File: src/rtl/conv_frame_ctrl.sv
// Frame sequencer for the (2,1,3) convolutional-code / Viterbi loopback link.
// Feeds one payload frame plus zero flush bits into the encoder, then scores
// the decoder output against the captured payload.
module conv_frame_ctrl #(
    parameter int unsigned FRAME_LEN   = 64,
    parameter int unsigned TAIL_LEN    = 2,
    parameter int unsigned DEC_TIMEOUT = 512,
    parameter int unsigned CW          = 8
) (
    input  logic          clk,
    input  logic          reset,
    input  logic          start,
    input  logic          src_bit,
    output logic          src_req,
    output logic          enc_bit,
    output logic          enc_en,
    input  logic          dec_bit,
    input  logic          dec_valid,
    output logic          busy,
    output logic          done,
    output logic          timeout,
    output logic [CW-1:0] err_cnt,
    output logic [15:0]   frame_cnt,
    output logic [31:0]   total_err
);

    localparam int unsigned XW = $clog2(FRAME_LEN + 1);
    localparam int unsigned IW = $clog2(FRAME_LEN);
    localparam int unsigned TW = (TAIL_LEN > 2) ? $clog2(TAIL_LEN) : 1;
    localparam int unsigned DW = (DEC_TIMEOUT > 2) ? $clog2(DEC_TIMEOUT) : 1;

    localparam logic [XW-1:0] LEN_X      = XW'(FRAME_LEN);
    localparam logic [XW-1:0] TX_LAST    = XW'(FRAME_LEN - 1);
    localparam logic [TW-1:0] TAIL_LAST  = TW'(TAIL_LEN - 1);
    localparam logic [DW-1:0] DRAIN_LAST = DW'(DEC_TIMEOUT - 1);

    typedef enum logic [2:0] {
        S_IDLE,
        S_FEED,
        S_TAIL,
        S_DRAIN,
        S_DONE
    } state_e;

    state_e                 state_q, state_d;
    logic [XW-1:0]          tx_idx_q, tx_idx_d;
    logic [XW-1:0]          rx_idx_q, rx_idx_d;
    logic [TW-1:0]          tail_q, tail_d;
    logic [DW-1:0]          drain_q, drain_d;
    logic [FRAME_LEN-1:0]   payload_q, payload_d;
    logic [CW-1:0]          err_q, err_d;
    logic                   timeout_q, timeout_d;
    logic [15:0]            frame_q, frame_d;
    logic [31:0]            total_q, total_d;
    logic [32:0]            total_sum;
    logic                   collect;

    // State and datapath registers with synchronous reset
    always_ff @(posedge clk) begin
        if (reset) begin
            state_q   <= S_IDLE;
            tx_idx_q  <= '0;
            rx_idx_q  <= '0;
            tail_q    <= '0;
            drain_q   <= '0;
            payload_q <= '0;
            err_q     <= '0;
            timeout_q <= 1'b0;
            frame_q   <= '0;
            total_q   <= '0;
        end else begin
            state_q   <= state_d;
            tx_idx_q  <= tx_idx_d;
            rx_idx_q  <= rx_idx_d;
            tail_q    <= tail_d;
            drain_q   <= drain_d;
            payload_q <= payload_d;
            err_q     <= err_d;
            timeout_q <= timeout_d;
            frame_q   <= frame_d;
            total_q   <= total_d;
        end
    end

    // Next-state, decode scoring and state-decoded outputs
    always_comb begin
        state_d   = state_q;
        tx_idx_d  = tx_idx_q;
        rx_idx_d  = rx_idx_q;
        tail_d    = tail_q;
        drain_d   = drain_q;
        payload_d = payload_q;
        err_d     = err_q;
        timeout_d = timeout_q;
        frame_d   = frame_q;
        total_d   = total_q;
        src_req   = 1'b0;
        enc_bit   = 1'b0;
        enc_en    = 1'b0;
        busy      = 1'b0;
        done      = 1'b0;
        total_sum = {1'b0, total_q} + 33'(err_q);
        collect   = 1'b0;

        case (state_q)
            S_IDLE: begin
                if (start) begin
                    state_d   = S_FEED;
                    tx_idx_d  = '0;
                    rx_idx_d  = '0;
                    tail_d    = '0;
                    drain_d   = '0;
                    err_d     = '0;
                    timeout_d = 1'b0;
                end
            end
            S_FEED: begin
                enc_en  = 1'b1;
                src_req = 1'b1;
                busy    = 1'b1;
                enc_bit = src_bit;
                collect = 1'b1;
                payload_d[IW'(tx_idx_q)] = src_bit;
                tx_idx_d = tx_idx_q + XW'(1);
                if (tx_idx_q == TX_LAST) begin
                    state_d = S_TAIL;
                end
            end
            S_TAIL: begin
                enc_en  = 1'b1;
                busy    = 1'b1;
                collect = 1'b1;
                tail_d  = tail_q + TW'(1);
                if (tail_q == TAIL_LAST) begin
                    state_d = S_DRAIN;
                end
            end
            S_DRAIN: begin
                busy    = 1'b1;
                collect = 1'b1;
                drain_d = drain_q + DW'(1);
            end
            S_DONE: begin
                done    = 1'b1;
                frame_d = frame_q + 16'd1;
                total_d = total_sum[32] ? 32'hFFFF_FFFF : total_sum[31:0];
                state_d = S_IDLE;
            end
            default: begin
                state_d = S_IDLE;
            end
        endcase

        // A decoded bit ahead of the transmitter cannot be right, so it scores as an error
        if (collect && dec_valid && (rx_idx_q < LEN_X)) begin
            if ((rx_idx_q >= tx_idx_q) || (dec_bit != payload_q[IW'(rx_idx_q)])) begin
                err_d = err_d + CW'(1);
            end
            rx_idx_d = rx_idx_q + XW'(1);
        end

        // Drain exit: complete frame wins over a same-cycle timeout
        if (state_q == S_DRAIN) begin
            if (rx_idx_d == LEN_X) begin
                state_d = S_DONE;
            end else if (drain_q == DRAIN_LAST) begin
                timeout_d = 1'b1;
                err_d     = err_d + CW'(LEN_X - rx_idx_d);
                state_d   = S_DONE;
            end
        end
    end

    assign timeout   = timeout_q;
    assign err_cnt   = err_q;
    assign frame_cnt = frame_q;
    assign total_err = total_q;

endmodule

File: config.mk
export PLATFORM = sky130hd
export DESIGN_NAME = conv_frame_ctrl
export DESIGN_NICKNAME = d
export VERILOG_FILES = /design/src/rtl/conv_frame_ctrl.sv
export SDC_FILE = /design/constraint.sdc
export NUM_CORES = 1
export LEC_CHECK = 0
export CELL_PAD_IN_SITES_DETAIL_PLACEMENT = 1
export CELL_PAD_IN_SITES_GLOBAL_PLACEMENT = 2
export CORE_MARGIN = 3
export CORE_UTILIZATION = 36
export CTS_BUF_LIST = sky130_fd_sc_hd__clkbuf_8
export DETAILED_ROUTE_END_ITERATION = 8
export MAX_ROUTING_LAYER = met4
export PLACE_DENSITY = 0.92
export SYNTH_ARGS = -nofsm -noshare
export SYNTH_HDL_FRONTEND = slang
export SYNTH_SLANG_ARGS = --single-unit
File: constraint.sdc
create_clock -name clk -period 6.4 [get_ports clk]
set_clock_uncertainty 0.2 [all_clocks]
set_input_delay 1.28 -clock clk [delete_from_list [all_inputs] [get_ports clk]]
set_output_delay 1.28 -clock clk [all_outputs]
set_load 0.02 [all_outputs]
; ---- Word level (Yosys, flattened, before mapping)
; Cells that the tools add are included.
[op_classes]
reduce_logical = 13
add_sub_neg = 9
n_eq_ne = 9
n_lt_le_gt_ge = 5
mux = 39
[op_table]
columns = op, n
row1 = bitwise mux 64 bit, 1
row2 = 2-to-1 mux 8 bit, 7
row3 = adder 32 x 8 -> 33 bit, 1
row4 = 2-to-1 mux 32 bit, 1
row5 = 2-to-1 mux 7 bit, 4
row6 = 2-to-1 mux 3 bit, 6
row7 = one-hot mux 9 bit (2 select lines), 1
row8 = "adder 16 x 1 -> 16 bit, second input constant", 1
row9 = "adder 7 x 1 -> 7 bit, second input constant", 2
row10 = "less-than comparator 6 x 7 -> 1 bit, second input constant", 2
row11 = one-hot mux 7 bit (2 select lines), 1
row12 = 2-to-1 mux 1 bit, 13
row13 = one-hot mux 3 bit (4 select lines), 1
row14 = "adder 9 x 1 -> 9 bit, second input constant", 1
row15 = "equality test 9 bit, second input constant", 1
row16 = 2-to-1 mux 9 bit, 1
row17 = "adder 8 x 1 -> 8 bit, second input constant", 1
row18 = adder 8 bit, 1
row19 = "subtractor 7 x 7 -> 8 bit, first input constant", 1
row20 = "equality test 7 x 6 -> 1 bit, second input constant", 1
row21 = "equality test 7 bit, second input constant", 1
row22 = >= comparator 7 bit, 1
row23 = "less-than comparator 7 bit, second input constant", 1
row24 = binary-select mux 1 bit (select 6 bit), 1
row25 = other kinds (16), 23
[word_totals]
out_inout_bits = 62
register_bits = 148
inputBits = 6

; ---- Longest topological paths before layout
; Gate-level depths: netlist (run 1).
[logic_depth]
depth_word = 11
mapped_depth = 23

; ---- Worst setup path after synthesis (run 1)
; No wires, ideal clock.
[synth_timing]
path_type = reg2reg
from = register rx_idx_q[0]
to = register err_q[7], in the netlist err_cnt[7]
arrival_time_ns = 4.297
setup_time_ns = 0.121
required_ns = 6.079
path_slack_ns = 1.782
path_stages_with_launch = 20
path_cell_list = dfxtp_1 -> buf_6 -> mux4_2 -> mux2_2 -> a31oi_1 -> nand3_1 -> mux2i_1 -> nor2_2 -> nand2_2 -> o311a_1 -> or2_2 -> ha_1 -> ha_1 -> a21o_1 -> a21oi_1 -> o21bai_1 -> a21oi_1 -> xnor2_1 -> and3_1 -> mux2_4
[synth_between]
elab_chain_len = 10
elab_cells_between_ends = 19
classes_between = add/sub (3) / order compare (2) / eq/ne (2) / mux (10) / reduce/logical (2)
[synth_lines]
columns = item, line
row1 = from (decl), 47  ; logic [XW-1:0] rx_idx_q, rx_idx_d;
row2 = from (signal assigned), 74  ; rx_idx_q <= rx_idx_d;
row3 = "parallel branches: the longest is 9 deep, another holds subtractor 7 x 7 -> 8 bit", --
row4 = 2-to-1 mux 8 bit *, 163  ; if (state_q == S_DRAIN) begin
row5 = to (signal assigned), 78  ; err_q <= err_d;
row6 = to (decl), 51  ; logic [CW-1:0] err_q, err_d;
; Every way passes the cells marked *. The select of a mux whose other input is x is not followed.
; A chain may end at the register's enable or synchronous reset.

; ---- Final worst setup path (run 1)
; Same ends and word-level chain as after synthesis.

==> metrics.log, run 1 <==
INFO  metric floorplan.initialDensity = 37.26%
INFO  metric routed_wl = 22970 µm
INFO  metric gp_routability_congestion = 0.8407
INFO  metric die_height = 154.9 µm
INFO  metric detailedPlacementHpwl = 15710 µm
INFO  metric dpl-instance-area = 8922 µm²
INFO  metric timing.critical_path.to_type = flop
INFO  metric root_buffer = clkbuf_8
INFO  metric slew_headroom = 18.89%
INFO  metric clk_transition_reported_paths = 90 ps
INFO  metric achievable-frequency = 185.2 MHz
INFO  metric cp.arrival = 5550 ps
INFO  metric postSynthAreaPerCell = 7.948 µm²
INFO  metric power_density_over_the_cells = 193.1 nW/µm²
INFO  metric post-route-drc-count = 0
INFO  metric rr_worst_depth = 19
INFO  metric outcome = completed
INFO  metric average_wire_per_standard_cell = 17.13 µm
INFO  metric cts.hold.buffers_added = 0
INFO  metric post_cts_resize_count = 0
INFO  metric grt_pass1_vias = 7349
INFO  metric synth-edff-count = 0
INFO  metric ys_warn_count = 0
INFO  metric cp-start-kind = flop
INFO  metric timing_hold_violations_final = 0
INFO  metric sequential_area_share_after_synthesis = 37.13%
INFO  metric wire_length_of_the_first_global_routing_pass = 38800 µm
INFO  metric worst-endpoint-required = 6550 ps
INFO  metric fin_tns_setup = 0 ps
INFO  metric cts-root-to-sink-buffers = 2
INFO  metric cts_tree = yes
INFO  metric fraction_of_registers_with_async_set_reset = 0%
INFO  metric synth_ff_type = dfxtp_1
INFO  metric drt_antenna_net_count = 0
INFO  metric synthesis.area = 7980 µm²
INFO  metric port_buffers = 67
INFO  metric drv.max_cap_violation_count = 0
INFO  metric synth_nets = 1046
INFO  metric postCtsSetupBuffers = 0
INFO  metric pin_count_of_the_biggest_net_entering_global_routing = 75
INFO  metric tightestPinTransition = 1210 ps
INFO  metric drt_iter0_drc = 295
INFO  metric final.hold.worst_slack = 256.6 ps
INFO  metric setup_violations = 0
INFO  metric final_layout_size_suffix_gt1_share = 7.418%
INFO  metric hold_path_depth = 2
INFO  metric timing.critical_path.fanout_max = 16
INFO  metric vias = 7274
INFO  metric post-route-period-util = 84.35%
INFO  metric synthesis.instances = 1004
INFO  metric hold_class = reg2reg
INFO  metric timing_max_transition_violations_final = 0
INFO  metric peak_supply_drop = 92.72 µV
INFO  metric dieArea = 23990 µm²
INFO  metric post_drt_via_cell_ratio = 5.424
INFO  metric syn_to_final_growth = 16.90%
INFO  metric grt_antenna_before_repair = 1
INFO  metric synth_cell_type_count = 67
INFO  metric critical_path_start_end_classification = reg2reg
INFO  metric groute.usage.overall = 20.15%
INFO  metric coreArea = 21420 µm²
INFO  metric chip_width = 154.9 µm
INFO  metric final_area = 9329 µm²
INFO  metric cellLeakagePower = 3.259 nW
INFO  metric gr-total-overflow = 0
INFO  metric rsz_0062_raised_after_global_routing = false
INFO  metric period_needed = 5398 ps
INFO  metric clock_sinks = 148
INFO  metric ys_seq_elements = 148
INFO  metric clock_insertion_delay_worst_skew = 460 ps
INFO  metric drt_pre_antenna_iters = 4
INFO  metric h_tree_depth_reported_by_cts = 4
INFO  metric cts_made_buffers = 17
INFO  metric floorplan.io_pins = 68
INFO  metric design.final.nets = 1094
INFO  metric fp-row-count = 53
kinds of logic (layout without fill, tap and decap cells):
group | count (synthesis) | in the layout | share of synthesized area, %
compound gates | 209 | 209 | 15.38
fa+ha+maj | 36 | 36 | 5.833
simple gates | 441 | 441 | 26.15
mux | 37 | 37 | 6.287
xor+xnor | 41 | 41 | 4.500
buf+inv | 92 | 153 | 4.719
flops | 148 | 148 | 37.13
other cells | 0 | 1 | 0
cell usage in the layout (no fill, tap or decap), types with 3 or more instances in the layout:
cell type	netlist	layout
a211oi_1	3	3
a21boi_0	3	3
a21o_1	7	7
a21oi_1	124	124
a22oi_1	7	7
a311oi_1	5	5
a31oi_1	6	6
and2_1	10	10
and3_1	15	15
buf_4	2	23
clkbuf_8	0	17
clkdlybuf4s50_1	0	65
clkinvlp_4	0	3
dfxtp_1	148	148
ha_1	34	34
inv_1	31	32
inv_6	0	5
mux2i_1	25	25
mux4_1	6	6
nand2_1	168	168
nand2b_1	4	4
nand3_1	90	90
nand3b_1	6	6
nand4_1	14	14
nor2_1	75	75
nor2b_1	10	10
nor3_1	21	17
nor3_2	1	5
o2111ai_1	4	4
o21a_1	5	5
o21ai_0	26	26
o21bai_1	3	3
or2_2	3	3
or3_1	7	7
xnor2_1	21	21
xor2_1	20	20
power breakdown:
group / switching (mW) / leakage, nW / internal (mW)
sequential: 0.00667 / 1.19 / 0.923
clock: 0.410 / 0.199 / 0.357
combinational: 0.0693 / 1.87 / 0.0349
total: 0.486 / 3.26 / 1.31
synthesized netlist by cell type (3+ instances only):
cell type  count  area share (%)
buf_2          7            0.44
nor2_1        75             3.5
a21boi_0       3            0.28
nand3b_1       6            0.56
a22oi_1        7            0.66
nor2b_1       10            0.78
and3_1        15             1.2
o21ai_0       26             1.6
o21a_1         5            0.47
nand2b_1       4            0.31
mux2i_1       25             3.1
or2_2          3            0.24
o2111ai_1      4            0.44
clkbuf_1      49             2.3
nand4_1       14             1.1
a21o_1         7            0.66
a31oi_1        6            0.47
dfxtp_1      148              37
xnor2_1       21             2.3
or3_1          7            0.55
a211oi_1       3            0.28
a21oi_1      124             7.8
ha_1          34             5.3
mux4_1         6             2.0
inv_1         31             1.5
nor4_1         3            0.24
and2_1        10            0.78
o21bai_1       3            0.28
a311oi_1       5            0.55
nand3_1       90             5.6
nor3_1        21             1.3
nand2_1      168             7.9
xor2_1        20             2.2
metrics by stage:
stage	util, %	std cells	power [mW]	setup WS [ps]
2_1_floorplan	-	1004	1.022	1782
4_1_cts	43.54	1340	1.824	1009
5_1_grt	43.55	1341	1.876	698.2
6_report	43.55	1341	1.801	1002
3_5_place_dp	41.66	1308	1.056	1005
3_3_place_gp	41.66	1308	1.055	1095
registers in the layout (all words and copies together) (netlist names):
signal	count
err_cnt	8
frame_cnt	16
rx_idx_q	7
state_q	3
payload_q	64
timeout	1
tail_q	1
drain_q	9
total_err	32
tx_idx_q	7
final cells by class:
class                           instances  area (µm²)
Clock inverter                         15       170.2
Tap cell                              275       344.1
Multi-Input combinational cell        764        4667
Antenna cell                            1       2.502
Inverter                               32       120.1
Fill cell                            2615       12090
Clock buffer                           17       234.0
Timing Repair Buffer                   89       828.3
Sequential cell                       148        2963
worst max-delay path: stages (launching register included):
cell      delay, ps
dfxtp_1         550
buf_4           350
mux4_1          600
a22o_1          220
a31oi_1         140
nand3_1         130
mux2i_1         150
nor2_2          310
nand2_2         150
mux2_1          360
ha_1            280
ha_1            230
fa_1            410
a21o_1          180
a21oi_1         220
o21bai_1         90
a21oi_1         180
xnor2_1         150
a21oi_1          90
mux2_4          290
metal layers:
layer | vias up | part of all wire [%] | track usage, %
met1 | 3545 | 49 | 27.14
met4 | 0 | 0.82 | 4.500
met2 | 106 | 47 | 32.06
li1 | 3611 | - | -
met3 | 12 | 3.0 | 3.282
met5 | - | 0 | -
worst paths after layout:
path | slack, ps | start | endpoint
setup / recovery | 1000 | rx_idx_q[0] | err_cnt[7]
setup reg to reg | 1000 | rx_idx_q[0] | err_cnt[7]
hold reg to reg | 260 | payload_q[62] | payload_q[62]
hold / removal | 260 | payload_q[62] | payload_q[62]
Power figures use the tool's default switching activity.
==> inputs of run 2 (changes only) <==
- CORE_UTILIZATION: 36 -> 32
- PLACE_DENSITY: 0.92 -> 0.88
- clock period: 6.4 -> 4.74 ns (I/O delays scaled with it)
==> run 2 against run 1 <==
Against the previous run: fmax grew 17%; global-route usage fell by 1.8 points; register-to-register slack lost 890 ps; routed wire length is 4.2% higher; via count grew 2.6%; largest cell class unchanged; largest power group unchanged; highest routed layer unchanged.
==> metrics.log, run 2 (synthesis gave the netlist of run 1 again) <==
INFO  metric clock_sinks = 148
INFO  metric post-route-period-util = 97.70%
INFO  metric critical_path_start_end_classification = reg2reg
INFO  metric syn_to_final_growth = 21.01%
INFO  metric drv.max_cap_violation_count = 0
INFO  metric cts_tree = yes
INFO  metric die_height = 163.9 µm
INFO  metric largest_register_ff_count = 64
INFO  metric cts_made_buffers = 17
INFO  metric slew_headroom = 21.51%
INFO  metric pre_cts_slack = -90.00 ps
INFO  metric rr_worst_depth = 20
INFO  metric largest_register_by_flop_count = payload_q
INFO  metric gp_routability_congestion = 0.8300
INFO  metric timing_max_transition_violations_final = 0
INFO  metric groute.usage.overall = 18.35%
INFO  metric post-route-drc-count = 0
INFO  metric timing.hold.worst.start = payload_q[5]
INFO  metric grt_antenna_before_repair = 0
INFO  metric crit_path_top_delay_cell = mux4_1
INFO  metric peak_supply_drop = 118.6 µV
INFO  metric critPathMaxStageDelay = 550 ps
INFO  metric achievable-frequency = 215.9 MHz
INFO  metric delay_heaviest_family_cp = compound AO/OA/AOI/OAI gates
INFO  metric period_needed = 4631 ps
INFO  metric outcome = completed
INFO  metric grt_pass1_vias = 7239
INFO  metric fp-row-count = 57
INFO  metric most_frequent_standard_cell_in_the_layout_excluding_fill_and_tap_cells = nand2_1
INFO  metric crit_top_cell = a21oi_2
INFO  metric power_density_over_the_cells = 242.9 nW/µm²
INFO  metric cellLeakagePower = 3.378 nW
INFO  metric cp-start-kind = flop
INFO  metric coreArea = 24390 µm²
INFO  metric antenna_cells_inserted = 0
INFO  metric reg2reg_setup_slack = 110 ps
INFO  metric floorplan.initialDensity = 32.72%
INFO  metric layout_common_cells = 168 x nand2_1, 147 x dfxtp_1, 122 x a21oi_1
INFO  metric filler_cell_count = 2969
INFO  metric floorplan.io_pins = 68
INFO  metric cp_num_buf_inv = 2
INFO  metric cp_cell_sequence = buf_12 -> buf_4 -> mux4_1 -> a22o_1 -> a21oi_2 -> nand3_1 -> mux2i_1 -> nor2_2 -> nand2_2 -> o311a_1 -> or2_2 -> ha_4 -> ha_4 -> a21o_1 -> a21oi_2 -> o21bai_1 -> a21oi_2 -> xnor2_1 -> a21oi_1 -> mux2_4
INFO  metric drt_pre_antenna_iters = 5
INFO  metric cts-root-to-sink-buffers = 2
INFO  metric drt_iter0_drc = 499
INFO  metric vias = 7465
INFO  metric detailedPlacementHpwl = 16540 µm
INFO  metric final_layout_size_suffix_gt1_share = 10.84%
INFO  metric average_wire_per_standard_cell = 16.94 µm
INFO  metric timing.critical_path.to_type = flop
INFO  metric final.hold.worst_slack = 257.8 ps
INFO  metric root_buffer = clkbuf_8
INFO  metric tightestPinTransition = 1173 ps
INFO  metric post_drt_via_cell_ratio = 5.283
INFO  metric final_critical_path_setup_slack = 108.9 ps
INFO  metric timing.critical_path.fanout_max = 5
INFO  metric setup_violations = 0
INFO  metric startpoint = rx_idx_q[0]
INFO  metric timing.critical_path.to = err_cnt[7]
INFO  metric hold_path_depth = 2
INFO  metric worst_r2r_endpoint = err_cnt[7]
INFO  metric hold_class = reg2reg
INFO  metric drt_antenna_net_count = 0
INFO  metric pin_count_of_the_biggest_net_entering_global_routing = 65
INFO  metric timing_hold_violations_final = 0
INFO  metric routed_wl = 23930 µm
INFO  metric post-route-util = 39.59%
INFO  metric gr-total-overflow = 0
INFO  metric post_layout_nonfiller_instances = 1413
INFO  metric power.total = 2.346 mW
INFO  metric worst_r2r_startpoint = rx_idx_q[0]
INFO  metric design.final.nets = 1119
INFO  metric post-place-cells = 1377
INFO  metric clock_insertion_delay_worst_skew = 460 ps
INFO  metric cp.arrival = 4770 ps
INFO  metric worst-endpoint-required = 4880 ps
INFO  metric clk_transition_reported_paths = 80 ps
INFO  metric port_buffers = 67
INFO  metric worst-path-stages = 20
INFO  metric chip_width = 163.9 µm
INFO  metric dieArea = 26870 µm²
INFO  metric wire_length_of_the_first_global_routing_pass = 38890 µm
INFO  metric h_tree_depth_reported_by_cts = 4
==> run 2: changes by cell type in the layout (fill, tap and decap cells not counted), moves of 2 or more <==
cell,before,now
buf_4,23,43
ha_1,34,30
ha_4,0,3
a21oi_1,124,122
a21oi_2,1,3
buf_12,0,2
buf_6,0,2
bufinv_16,2,0
inv_1,32,30
o2111ai_1,4,2
o2111ai_2,0,2
==> run 2: final cells by class <==
class                   count  area, µm²  share of cell area [%]
inverters                  32      120.1                   1.244
repair buffers            114       1066                   11.04
multi-input cells         764       4747                   49.16
well taps                 324      405.4                   4.198
clock inverters            14      117.6                   1.218
clock buffers              17      234.0                   2.423
flip-flops and latches    148       2967                   30.72
==> run 2: metal layers <==
layer / vias up / routed length (µm) / global-route usage (%)
met2: 107 / 11170 / 28.34
li1: 3654 / - / -
met5: - / 0 / -
met1: 3680 / 11760 / 25.35
met3: 24 / 691 / 3.077
met4: 0 / 317 / 3.960
==> run 2: worst min path at each step <==
| stage | endpoint | slack (ps) |
|---|---|---|
| 2_1_floorplan | drain_q[3] | 230 |
| 3_3_place_gp | payload_q[58] | 240 |
| 3_5_place_dp | payload_q[5] | 250 |
| 4_1_cts | payload_q[5] | 260 |
| 5_1_grt | payload_q[58] | 280 |
| 6_report | payload_q[5] | 260 |
==> run 2: worst register-to-register path, cell delays in order, from the launching register on <==
cell and delay, ps:
dfxtp_4 390, buf_12 120, buf_4 100, mux4_1 550
a22o_1 240, a21oi_2 110, nand3_1 110, mux2i_1 150
nor2_2 180, nand2_2 130, o311a_1 320, or2_2 310
ha_4 280, ha_4 190, a21o_1 180, a21oi_2 140
o21bai_1 120, a21oi_2 170, xnor2_1 150, a21oi_1 90
mux2_4 290
==> run 2: timing repair <==
action	in CTS	in global routing
buffers inserted	0	4
resized for setup	4	14
hold buffers	0	0
pin swaps	2	16
endpoints found under the setup margin	1	2
gates cloned	0	1
==> run 2: report_power, final <==
| group | total (mW) | internal (mW) | switching (mW) | leakage (nW) |
|---|---|---|---|---|
| Sequential | 1.25 | 1.25 | 0.00611 | 1.19 |
| Clock | 0.920 | 0.373 | 0.547 | 0.172 |
| Combinational | 0.174 | 0.0670 | 0.107 | 2.01 |
==> run 2: per-stage QoR <==
| stage | TNS (ps) | instance area [µm²] |
|---|---|---|
| 2_1_floorplan | 0 | 7980 |
| 3_3_place_gp | -12.55 | 9159 |
| 3_5_place_dp | -90.00 | 9159 |
| 4_1_cts | 0 | 9522 |
| 5_1_grt | -53.79 | 9657 |
| 6_report | 0 | 9657 |
==> edit (config.mk and constraints of run 1) <==
Reset style: asynchronous (`reset`), changed in one clocked block. Comments in the files are not updated.
--- a/src/rtl/conv_frame_ctrl.sv
+++ b/src/rtl/conv_frame_ctrl.sv
@@ -56,7 +56,7 @@
     logic                   collect;
 
     // State and datapath registers with synchronous reset
-    always_ff @(posedge clk) begin
+    always_ff @(posedge clk or posedge reset) begin
         if (reset) begin
             state_q   <= S_IDLE;
             tx_idx_q  <= '0;
Function: differs if reset is asserted again (counterexample within 4 cycles, from zero or initial values and one cycle with reset high); with reset held inactive, the same outputs for 10 cycles.
==> edit against run 1 <==
Setup slack improved by 0.082 ns; global-route usage fell by 2.4 points; routed wire length fell by 9.8%; sequential cell count did not move; critical path depth fell by 1; area after synthesis rose by 3.8%; final area rose by 2.5%; critical path type unchanged; largest cell class unchanged.
Power is not compared: it rests on default switching activity, and its combinational part moved more than twofold at a synthesized area within 25%.
==> edit: results (changes against run 1) <==
[status]
status = finished, final reports clean  ; unchanged

[finish]
drive_above_1_share_pct = 17.2  ; was 7.42%
n_fill_cell = 2460  ; was 2615
insertedDiodeCount = 0  ; was 1
nets = 896  ; was 1094
fin_cells = 1147  ; was 1341

[global_routing]
antenna_found_initial = 0  ; was 1
grt_pass1_vias = 6457  ; was 7349
grt_pass1_wl_um = 34200  ; was 38800 um
track_usage_pct = 17.8  ; was 20.2%
grt_max_degree = 68  ; was 75

[synthesis]
yosysWarningCount = 0  ; unchanged
yosys-top-cells-area = dfrtp_1 (45%), mux2_2 (9.2%), nand2_1 (5.8%)  ; was dfxtp_1 (37%), nand2_1 (7.9%), a21oi_1 (7.8%)
synthDistinctLibCells = 69  ; was 67
synth_nets = 834  ; was 1046
ys_seq_area_share_pct = 44.7  ; was 37.1%
async_reset_ff_share_pct = 100  ; was 0%
synth_ff_type = dfrtp_1  ; was dfxtp_1
ys_top_cells_by_count = dfrtp_1 (148), nand2_1 (128), mux2_2 (68)  ; was nand2_1 (168), dfxtp_1 (148), a21oi_1 (124)
syn_area_per_cell_um2 = 10.5  ; was 7.95 um^2

[pwr]
p_seq_mw = 1.23
static-leakage-power_nw = 4.17
p_clk_share_pct = 23.0

[critical_path]
worst-endpoint-arrival_ns = 5.46  ; was 5.55 ns
path_max_fanout = 19  ; was 16
cpMaxStageDelayCell = dfrtp_1  ; was mux4_1
max_stage_delay_ns = 1.04  ; was 0.60 ns
r2r-start = rx_idx_q[0]  ; unchanged
r2r_end = err_cnt[7]  ; unchanged
reg2regPathDepth = 18  ; was 19
reg2reg_setup_slack_ns = 1.08  ; was 1.00 ns

[clock_network]
clockRootBuffer = clkbuf_8  ; unchanged
cts_buffer_depth = 2  ; unchanged
postCtsSetupRepairBufs = 0  ; unchanged
cts.htree.levels = 4  ; unchanged
path_clk_slew_ns = 0.09  ; about the same

[placement]
post_dp_cell_area_um2 = 9200  ; was 8920 um^2
dpl.hpwl_um = 14400  ; was 15700 um
gp_congestion = 0.778  ; was 0.841

[worst_hold_path]
holdPathStages = 1  ; was 2
holdPathEnd = frame_cnt[15]  ; was payload_q[62]
hp-start = frame_cnt[15]  ; was payload_q[62]

[drt]
postRouteWirelength_um = 20700  ; was 23000 um
drtIter0Drc = 245  ; was 295
viasPerCell = 5.36  ; was 5.42

[timing]
max_slew_margin_pct = 22.3  ; was 18.9%
holdWs_ns = 0.290  ; was 0.257 ns

-- edit: stage by stage --
step / setup WS [ns] / power (mW) / utilization (%)
after floorplan: 0.940 / 2.08 / -
after global placement: 1.20 / 2.32 / 41.4
after global routing: 0.648 / 3.28 / 43.0
after CTS: 1.06 / 3.09 / 43.0
final: 1.08 / 3.05 / 43.0
after detailed placement: 1.08 / 2.37 / 41.4
-- edit: worst max path at each step --
stage / end / slack (ns) / cells after the start
2_1_floorplan: drain_q[0] / 0.94 / 1
3_3_place_gp: err_cnt[7] / 1.20 / 18
3_5_place_dp: err_cnt[7] / 1.08 / 18
4_1_cts: err_cnt[7] / 1.06 / 18
5_1_grt: err_cnt[7] / 0.65 / 20
6_report: err_cnt[7] / 1.08 / 18
-- edit: area by class of cell --
class                      count  share of cell area (%)
multi-input combinational    578                    44.7
tap                          280                    3.66
clock inverter                14                    1.20
sequential                   148                    38.7
timing repair buffer          78                    7.82
clock buffer                  18                    2.59
inverter                      31                    1.27
-- edit: per-layer routing --
| metal | wire length, um | global-route usage (%) |
|---|---|---|
| met1 | 9880 | 23.8 |
| met2 | 9960 | 28.6 |
| met3 | 711 | 3.01 |
| met4 | 162 | 3.84 |
| met5 | 0 | - |
-- edit: logic make-up (layout without fill, tap and decap cells) --
logic type / Yosys count / after routing / share of synthesized area, %
AOI/OAI and AO/OA: 106 / 106 / 8.63
xor gates and xnor gates: 51 / 51 / 5.48
adders and majority gates: 36 / 36 / 5.62
buffers and inverters: 66 / 141 / 3.69
DFF: 148 / 148 / 44.7
muxes: 97 / 97 / 14.9
and+or+nand+nor: 288 / 288 / 17.0
